==> src/rtl/dot_row_feeder_pkg.sv <==
// Shared constants and the packed row record for the 28-lane dot-product row feeder.
package dot_feeder_pkg;
    localparam int PIXEL_N     = 28;
    localparam int PIXEL_SIZE  = 10;
    localparam int WEIGHT_SIZE = 19;
    localparam int ACC_SIZE    = 26;
    localparam int IDX_W       = 5;

    typedef logic [PIXEL_N-1:0][PIXEL_SIZE-1:0]  pix_row_t;
    typedef logic [PIXEL_N-1:0][WEIGHT_SIZE-1:0] wgt_row_t;

    typedef struct packed {
        pix_row_t               pixels;
        wgt_row_t               weights;
        logic [WEIGHT_SIZE-1:0] bias;
        logic [IDX_W-1:0]       idx;
        logic                   last;
    } row_t;
endpackage

==> src/rtl/dot_row_feeder_if.sv <==
// Pair-stream input and row output bundle of the feeder; in_last exists only
// when FEEDER_SHORT_FRAME_EN is defined.
interface dot_row_feeder_if;
    import dot_feeder_pkg::*;

    logic                           in_valid;
    logic                           in_ready;
    logic [PIXEL_SIZE-1:0]          in_pixel;
    logic [WEIGHT_SIZE-1:0]         in_weight;
    logic [WEIGHT_SIZE-1:0]         in_bias;
`ifdef FEEDER_SHORT_FRAME_EN
    logic                           in_last;
`endif
    logic                           row_valid;
    logic                           row_ready;
    logic [PIXEL_N*PIXEL_SIZE-1:0]  PixelRow;
    logic [PIXEL_N*WEIGHT_SIZE-1:0] WeightRow;
    logic [WEIGHT_SIZE-1:0]         WeightBias;
    logic [IDX_W-1:0]               row_idx;
    logic                           row_first;
    logic                           row_last;

    modport master (
        input  in_valid, in_pixel, in_weight, in_bias,
`ifdef FEEDER_SHORT_FRAME_EN
        input  in_last,
`endif
        input  row_ready,
        output in_ready, row_valid, PixelRow, WeightRow, WeightBias,
        output row_idx, row_first, row_last
    );

    modport slave (
        output in_valid, in_pixel, in_weight, in_bias,
`ifdef FEEDER_SHORT_FRAME_EN
        output in_last,
`endif
        output row_ready,
        input  in_ready, row_valid, PixelRow, WeightRow, WeightBias,
        input  row_idx, row_first, row_last
    );
endinterface

==> src/rtl/dot_row_feeder_row_buf.sv <==
// One 28-lane row register: per-lane write, optional zero-fill of the lanes above
// the written one, full flag and row tags (bias, index, last).
module feeder_row_buf
    import dot_feeder_pkg::*;
(
    input  logic                   clk_i,
    input  logic                   rst_ni,
    input  logic                   wr_en_i,
    input  logic [IDX_W-1:0]       lane_i,
    input  logic [PIXEL_SIZE-1:0]  pixel_i,
    input  logic [WEIGHT_SIZE-1:0] weight_i,
    input  logic                   bias_en_i,
    input  logic [WEIGHT_SIZE-1:0] bias_i,
    input  logic                   zero_fill_i,
    input  logic                   complete_i,
    input  logic [IDX_W-1:0]       idx_i,
    input  logic                   last_i,
    input  logic                   release_i,
    output logic                   full_o,
    output row_t                   row_o
);
    pix_row_t               pix_q;
    wgt_row_t               wgt_q;
    logic [WEIGHT_SIZE-1:0] bias_q;
    logic [IDX_W-1:0]       idx_q;
    logic                   last_q;
    logic                   full_q;

    always_ff @(posedge clk_i or negedge rst_ni) begin
        if (!rst_ni) begin
            pix_q  <= '0;
            wgt_q  <= '0;
            bias_q <= '0;
            idx_q  <= '0;
            last_q <= 1'b0;
            full_q <= 1'b0;
        end else begin
            for (int k = 0; k < PIXEL_N; k++) begin
                if (wr_en_i && lane_i == IDX_W'(k)) begin
                    pix_q[k] <= pixel_i;
                    wgt_q[k] <= weight_i;
                end else if (wr_en_i && zero_fill_i && IDX_W'(k) > lane_i) begin
                    // early row end: stale lanes from the previous use must not leak out
                    pix_q[k] <= '0;
                    wgt_q[k] <= '0;
                end
            end
            if (wr_en_i && bias_en_i)
                bias_q <= bias_i;
            if (complete_i) begin
                full_q <= 1'b1;
                idx_q  <= idx_i;
                last_q <= last_i;
            end else if (release_i) begin
                full_q <= 1'b0;
            end
        end
    end

    assign full_o        = full_q;
    assign row_o.pixels  = pix_q;
    assign row_o.weights = wgt_q;
    assign row_o.bias    = bias_q;
    assign row_o.idx     = idx_q;
    assign row_o.last    = last_q;
endmodule

==> src/rtl/dot_row_feeder.sv <==
// Ping-pong row feeder: packs (pixel, weight) beats into 28-lane rows for the dot engine.
// Optional FEEDER_SHORT_FRAME_EN adds in_last for early row/frame termination.
module dot_row_feeder
    import dot_feeder_pkg::*;
(
    input  logic              clk,
    input  logic              GlobalReset,
    dot_row_feeder_if.master  bus
);
    localparam logic [IDX_W-1:0] LAST_LANE = IDX_W'(PIXEL_N - 1);

    logic                   fill_ptr_q, fill_ptr_d;
    logic                   rd_ptr_q, rd_ptr_d;
    logic [IDX_W-1:0]       col_q, col_d;
    logic [IDX_W-1:0]       frow_q, frow_d;
    logic [WEIGHT_SIZE-1:0] fbias_q, fbias_d;

    logic [1:0]             full;
    row_t                   rows [2];
    row_t                   rd_row;
    logic                   accept, complete, frame_end, zero_fill, rel, first_beat, row_valid;
    logic [WEIGHT_SIZE-1:0] bias_val;

    assign bus.in_ready = ~full[fill_ptr_q];
    assign accept       = bus.in_valid & ~full[fill_ptr_q];
    assign row_valid    = full[rd_ptr_q];
    assign rel          = row_valid & bus.row_ready;
    assign first_beat   = (col_q == '0) && (frow_q == '0);
    // rows 1..27 inherit the bias captured on the frame's first beat
    assign bias_val     = first_beat ? bus.in_bias : fbias_q;

`ifdef FEEDER_SHORT_FRAME_EN
    assign zero_fill = bus.in_last;
    assign complete  = accept & ((col_q == LAST_LANE) | bus.in_last);
    assign frame_end = (frow_q == LAST_LANE) | bus.in_last;
`else
    assign zero_fill = 1'b0;
    assign complete  = accept & (col_q == LAST_LANE);
    assign frame_end = (frow_q == LAST_LANE);
`endif

    always_comb begin
        col_d      = col_q;
        frow_d     = frow_q;
        fill_ptr_d = fill_ptr_q;
        rd_ptr_d   = rd_ptr_q;
        fbias_d    = fbias_q;
        if (accept && first_beat)
            fbias_d = bus.in_bias;
        if (complete) begin
            col_d      = '0;
            fill_ptr_d = ~fill_ptr_q;
            frow_d     = frame_end ? '0 : frow_q + IDX_W'(1);
        end else if (accept) begin
            col_d = col_q + IDX_W'(1);
        end
        if (rel)
            rd_ptr_d = ~rd_ptr_q;
    end

    always_ff @(posedge clk or negedge GlobalReset) begin
        if (!GlobalReset) begin
            fill_ptr_q <= 1'b0;
            rd_ptr_q   <= 1'b0;
            col_q      <= '0;
            frow_q     <= '0;
            fbias_q    <= '0;
        end else begin
            fill_ptr_q <= fill_ptr_d;
            rd_ptr_q   <= rd_ptr_d;
            col_q      <= col_d;
            frow_q     <= frow_d;
            fbias_q    <= fbias_d;
        end
    end

    for (genvar b = 0; b < 2; b++) begin : g_buf
        feeder_row_buf u_buf (
            .clk_i       (clk),
            .rst_ni      (GlobalReset),
            .wr_en_i     (accept && (fill_ptr_q == 1'(b))),
            .lane_i      (col_q),
            .pixel_i     (bus.in_pixel),
            .weight_i    (bus.in_weight),
            .bias_en_i   (col_q == '0),
            .bias_i      (bias_val),
            .zero_fill_i (zero_fill),
            .complete_i  (complete && (fill_ptr_q == 1'(b))),
            .idx_i       (frow_q),
            .last_i      (frame_end),
            .release_i   (rel && (rd_ptr_q == 1'(b))),
            .full_o      (full[b]),
            .row_o       (rows[b])
        );
    end

    assign rd_row         = rows[rd_ptr_q];
    assign bus.row_valid  = row_valid;
    assign bus.PixelRow   = rd_row.pixels;
    assign bus.WeightRow  = rd_row.weights;
    assign bus.WeightBias = rd_row.bias;
    assign bus.row_idx    = rd_row.idx;
    assign bus.row_first  = row_valid & (rd_row.idx == '0);
    assign bus.row_last   = row_valid & rd_row.last;
endmodule

==> src/flat_wrapper.sv <==
// flat-port wrapper written by rule: the top's interface ports become plain ports
module dot_row_feeder_flat import dot_feeder_pkg::*;
  (clk, GlobalReset, bus_in_valid, bus_in_pixel, bus_in_weight, bus_in_bias, bus_row_ready, bus_in_ready, bus_row_valid, bus_PixelRow, bus_WeightRow, bus_WeightBias, bus_row_idx, bus_row_first, bus_row_last);
  dot_row_feeder_if bus_i ();
  input  logic clk;
  input  logic GlobalReset;
  input wire logic [$bits(bus_i.in_valid)-1:0] bus_in_valid;
  input wire logic [$bits(bus_i.in_pixel)-1:0] bus_in_pixel;
  input wire logic [$bits(bus_i.in_weight)-1:0] bus_in_weight;
  input wire logic [$bits(bus_i.in_bias)-1:0] bus_in_bias;
  input wire logic [$bits(bus_i.row_ready)-1:0] bus_row_ready;
  output wire logic [$bits(bus_i.in_ready)-1:0] bus_in_ready;
  output wire logic [$bits(bus_i.row_valid)-1:0] bus_row_valid;
  output wire logic [$bits(bus_i.PixelRow)-1:0] bus_PixelRow;
  output wire logic [$bits(bus_i.WeightRow)-1:0] bus_WeightRow;
  output wire logic [$bits(bus_i.WeightBias)-1:0] bus_WeightBias;
  output wire logic [$bits(bus_i.row_idx)-1:0] bus_row_idx;
  output wire logic [$bits(bus_i.row_first)-1:0] bus_row_first;
  output wire logic [$bits(bus_i.row_last)-1:0] bus_row_last;
  assign bus_i.in_valid = bus_in_valid;
  assign bus_i.in_pixel = bus_in_pixel;
  assign bus_i.in_weight = bus_in_weight;
  assign bus_i.in_bias = bus_in_bias;
  assign bus_i.row_ready = bus_row_ready;
  assign bus_in_ready = bus_i.in_ready;
  assign bus_row_valid = bus_i.row_valid;
  assign bus_PixelRow = bus_i.PixelRow;
  assign bus_WeightRow = bus_i.WeightRow;
  assign bus_WeightBias = bus_i.WeightBias;
  assign bus_row_idx = bus_i.row_idx;
  assign bus_row_first = bus_i.row_first;
  assign bus_row_last = bus_i.row_last;
  dot_row_feeder u_core (.clk(clk), .GlobalReset(GlobalReset), .bus(bus_i));
endmodule
==> config.mk <==
export PLATFORM = sky130hd
export DESIGN_NAME = dot_row_feeder_flat
export DESIGN_NICKNAME = d
export VERILOG_FILES = /design/src/rtl/dot_row_feeder_pkg.sv /design/src/rtl/dot_row_feeder_if.sv /design/src/rtl/dot_row_feeder_row_buf.sv /design/src/rtl/dot_row_feeder.sv /design/src/flat_wrapper.sv
export SDC_FILE = /design/constraint.sdc
export NUM_CORES = 2
export LEC_CHECK = 0
export ABC_AREA = 1
export ABC_CLOCK_PERIOD_IN_PS = 3200
export BUFFER_PORTS_ARGS = -buffer_cell sky130_fd_sc_hd__buf_2
export CORE_MARGIN = 10
export CORE_UTILIZATION = 37
export CTS_CLUSTER_DIAMETER = 200
export CTS_CLUSTER_SIZE = 40
export DETAILED_ROUTE_END_ITERATION = 7
export PLACE_DENSITY = 0.53
export SLEW_MARGIN = 20
export SYNTH_ARGS = -nofsm -noshare
export SYNTH_HDL_FRONTEND = slang
export SYNTH_HIERARCHICAL = 1
export SYNTH_SLANG_ARGS = --single-unit
==> constraint.sdc <==
create_clock -name clk -period 3.2 [get_ports clk]
set_clock_uncertainty 0.2 [all_clocks]
set_input_delay 0.16 -clock clk [delete_from_list [all_inputs] [get_ports clk]]
set_output_delay 0.16 -clock clk [all_outputs]
set_load 0.005 [all_outputs]
==> results.tsv <==
stage	metric	value	unit
grt	GRT overflow	0	
clock_network	root buffer selected by CTS	clkbuf_16	
cells_and_area	Area Growth Syn to Fin	10.9	%
clock_network	worst-skew pair later-pin latency	0.77	ns
clock_network	CTS Buf Count	48	
synthesis	Ys Warns	6	
placed_design	dpl hpwl	225	mm
critical_path	WP data arrival	2.76	ns
die	Die Ht	479	um
critical_path	Top Family by Delay on Critical Path	buffers and inverters	
cells_and_area	# nets final	10300	
synthesis	post-synthesis sequential area ratio	0.549	
power	Reg power frac	0.480	
sta	final worst slack	0.0836	ns
run_status	outcome	finished, violations left	
power	Internal Dissipation	32400	uW
clock_network	CTS max path bufs	3	
grt	Total Routing Usage GR	0.291	
synthesis	Synth cell types	30	
cells_and_area	commonest non-fill, non-tap cell in the layout	nand2_1	
run	# Max-Cap Violations	0	
sta	Hold Vio Cnt, Final	0	
critical_path	crit path max fanout	78	
critical_path	Critical Path Slowest Stage Cell	dfrtp_4	
placed_design	GPL Wtd Cong	0.873	
synthesis	Post-Syn Area	77800	um^2
critical_path	crit path from	u_core/rd_ptr_q$_DFFE_PN0P_	
power	Clock power frac	0.175	
detailed_routing	vias	71000	
power	leakage	0.0487	uW
critical_path	Critical Path RT	2.84	ns
critical_path	max incr delay on CP	0.62	ns
min_path	worst min-delay path class	in -> reg	
power	logic gate share of total power	0.345	
detailed_routing	Antenna Nets Post-Route	0	
critical_path	worst path bufs/invs	3	
detailed_routing	drt total wl	348	mm
cells_and_area	fraction of layout cells with a size suffix above 1	0.128	
sta	final setup vio count	0	
sta	fmax	321	MHz
power	switching power	22600	uW
detailed_routing	Vias/cell	5.44	
critical_path	classification of the worst setup path	reg -> out	
power	maximum VDD drop	0.000572	V
sta	worst slew pin tran	6.27	ns
clock_network	CTS tree	done	
die	Starting Density	0.372	
detailed_routing	first-pass iteration count of the detailed router	6	
power	Cell Pwr Density	638	nW/um^2
die	Die ar.	229000	um^2
critical_path	CP startpoint kind	flip-flop	
min_path	Hold Crit Start	bus_in_weight[10]	
grt	initial antenna violation count	35	
critical_path	Crit. End Element	output pin	
detailed_routing	Initial DRC Count	8221	
die	cell row count	168	
sta	fin crit share	0.974	
clock_network	clk sinks	1707	
synthesis	post-synthesis register bit count	1707	
die	Die X-Extent	479	um
detailed_routing	drt wl/cell	26.7	um
placed_design	buffers added on ports	891	
clock_network	H-tree levels	2	
grt	first-pass GRT wire length	497	mm
clock_network	Clock transition at path regs	0.16	ns
grt	vias in the first global route	66600	
cells_and_area	non-filler cells in the finished layout	13100	
sta	Slew Limit Fails	1128	
cells_and_area	Final Util	0.412	
synthesis	Gate Count Post-Synth	9854	
run_status	violated checks	slew limit	
power	Sw Share	0.411	
synthesis	Avg Inst Size Synth	7.90	um^2
sta	RSZ-0062 raised after global routing	true	
critical_path	crit-path most repeated cell	nand2_1	
detailed_routing	DRC violations left	0	
sta	Tmin final	3.12	ns
cells_and_area	most frequent cells in the layout	nand2_1 (4531), dfrtp_1 (1706), nand3_1 (1561)	
power	Power Total	55000	uW
placed_design	dpl cells	12900	
die	core area	209000	um^2
placed_design	pre-CTS setup slack	0.437	ns
critical_path	crit-path cells	inv_16, buf_4, nand2_1, nand2_1, buf_2	
grt	largest net degree at the start of global routing	137	
critical_path	worst r2r src	u_core/col_q[0]$_DFFE_PN0P_	
sta	Rel. slew slack	-3.22	
sta	hold slack	0.0557	ns
die	I/O pins	892	
-- power groups by stage --
stage / Clock, uW / Combinational, uW / Sequential, uW
floorplan: 0 / 10700 / 26300
global placement: 0 / 17500 / 26700
detailed placement: 0 / 17700 / 26800
CTS: 9930 / 17900 / 26300
global route: 10500 / 20500 / 26800
finish: 9650 / 19000 / 26400
-- cell usage after synthesis --
master / instances / area [um^2]
nor2_4: 2 / 22.5
nand3_2: 4 / 40.0
buf_1: 49 / 184
mux2_2: 38 / 428
nand3b_1: 1 / 7.51
ha_1: 4 / 50.1
o21ai_0: 680 / 3400
or2_1: 2 / 12.5
nor2_2: 13 / 81.3
conb_1: 1 / 3.75
o21ai_2: 1 / 8.76
nand3_1: 1565 / 7830
nor2_1: 47 / 176
nand4_1: 69 / 432
nand2_1: 4553 / 17100
nor2_8: 1 / 20.0
o21ai_1: 114 / 571
inv_1: 116 / 435
clkbuf_2: 1 / 5.00
buf_8: 2 / 30.0
nand2_4: 3 / 33.8
buf_2: 362 / 1810
buf_6: 6 / 67.6
nand2_2: 4 / 25.0
buf_4: 105 / 788
dfrtp_1: 1707 / 42700
clkbuf_1: 367 / 1380
xor2_1: 2 / 17.5
inv_2: 31 / 116
a21oi_1: 4 / 20.0
-- layer usage --
layer	vias to the layer above	wire, um	GRT usage
met1	35200	146000	0.400
li1	32000	-	-
met3	516	27200	0.0482
met2	3261	153000	0.441
met5	-	138	0.00373
met4	6	21100	0.150
-- repair_timing --
action,in CTS,in global routing
gates resized for setup,7,6
hold buffers,90,0
gates cloned,1,1
endpoints found under the hold margin,2596,0
pin swaps,0,0
setup endpoints to repair,475,55
setup buffers,2,0
-- worst reg2reg max path: stages (launching register included) --
cell           delay, ns
dfrtp_1             0.62
inv_1               0.19
ha_1                0.16
inv_1               0.04
nor2_2              0.12
nand2_4             0.21
nor2_8              0.52
nand3_1             0.17
dlygate4sd3_1       0.61
nand2_1             0.08
-- cell type report --
cell class | count | area, um^2
Antenna cell | 18 | 45.0
Clock buffer | 50 | 1230
Clock inverter | 3 | 33.8
Fill cell | 21500 | 123000
Inverter | 147 | 568
Multi-Input combinational cell | 7111 | 30400
Sequential cell | 1707 | 42700
Tap cell | 2805 | 3510
Timing Repair Buffer | 1211 | 7800
-- logic make-up (layout without fill, tap and decap cells) --
logic type / count (synthesis) / in the layout / share of synthesized area
muxes: 38 / 38 / 0.00550
adders and majority gates: 4 / 4 / 0.000643
xor gates and xnor gates: 2 / 2 / 0.000225
buffers and inverters: 1039 / 1411 / 0.0619
other: 1 / 22 / 0.0000482
and+or+nand+nor: 6264 / 6264 / 0.331
DFF: 1707 / 1707 / 0.549
AOI/OAI and AO/OA: 799 / 799 / 0.0514
-- stage by stage --
stage / TNS [ns] / area (um^2)
floorplan: 0 / 77800
global placement: 0 / 83900
detailed placement: 0 / 83900
CTS: -0.0910 / 86200
global route: -0.00931 / 86300
finish: 0 / 86300
-- final timing paths --
path                                                                     end  slack (ns)  depth (start not counted)
worst max-delay path                                      bus_WeightRow[307]        0.08                          5
worst min-delay path            u_core/g_buf[1].u_buf/row_o[206]$_DFFE_PN0P_        0.06                          4
worst max register to register                u_core/fbias_q[16]$_DFFE_PN0P_        0.22                          9
worst min register to register                u_core/fbias_q[12]$_DFFE_PN0P_        0.29                          2
max in group asynchronous       u_core/g_buf[1].u_buf/row_o[224]$_DFFE_PN0P_        1.95                          4
min in group asynchronous       u_core/g_buf[1].u_buf/row_o[184]$_DFFE_PN0P_        0.07                          3
-- state kept, by name, summed over array words and instances, names as in the netlist --
name                       cells
u_core/g_buf.u_buf/idx_q      10
u_core/rd_ptr_q                1
u_core/fill_ptr_q              1
u_core/g_buf.u_buf/last_q      2
u_core/frow_q                  5
u_core/fbias_q                19
u_core/g_buf.u_buf/row_o    1624
u_core/g_buf.u_buf/bias_q     38
u_core/col_q                   5
u_core/g_buf.u_buf/full_o      2
No activity file was read; power rests on OpenSTA's default activity.
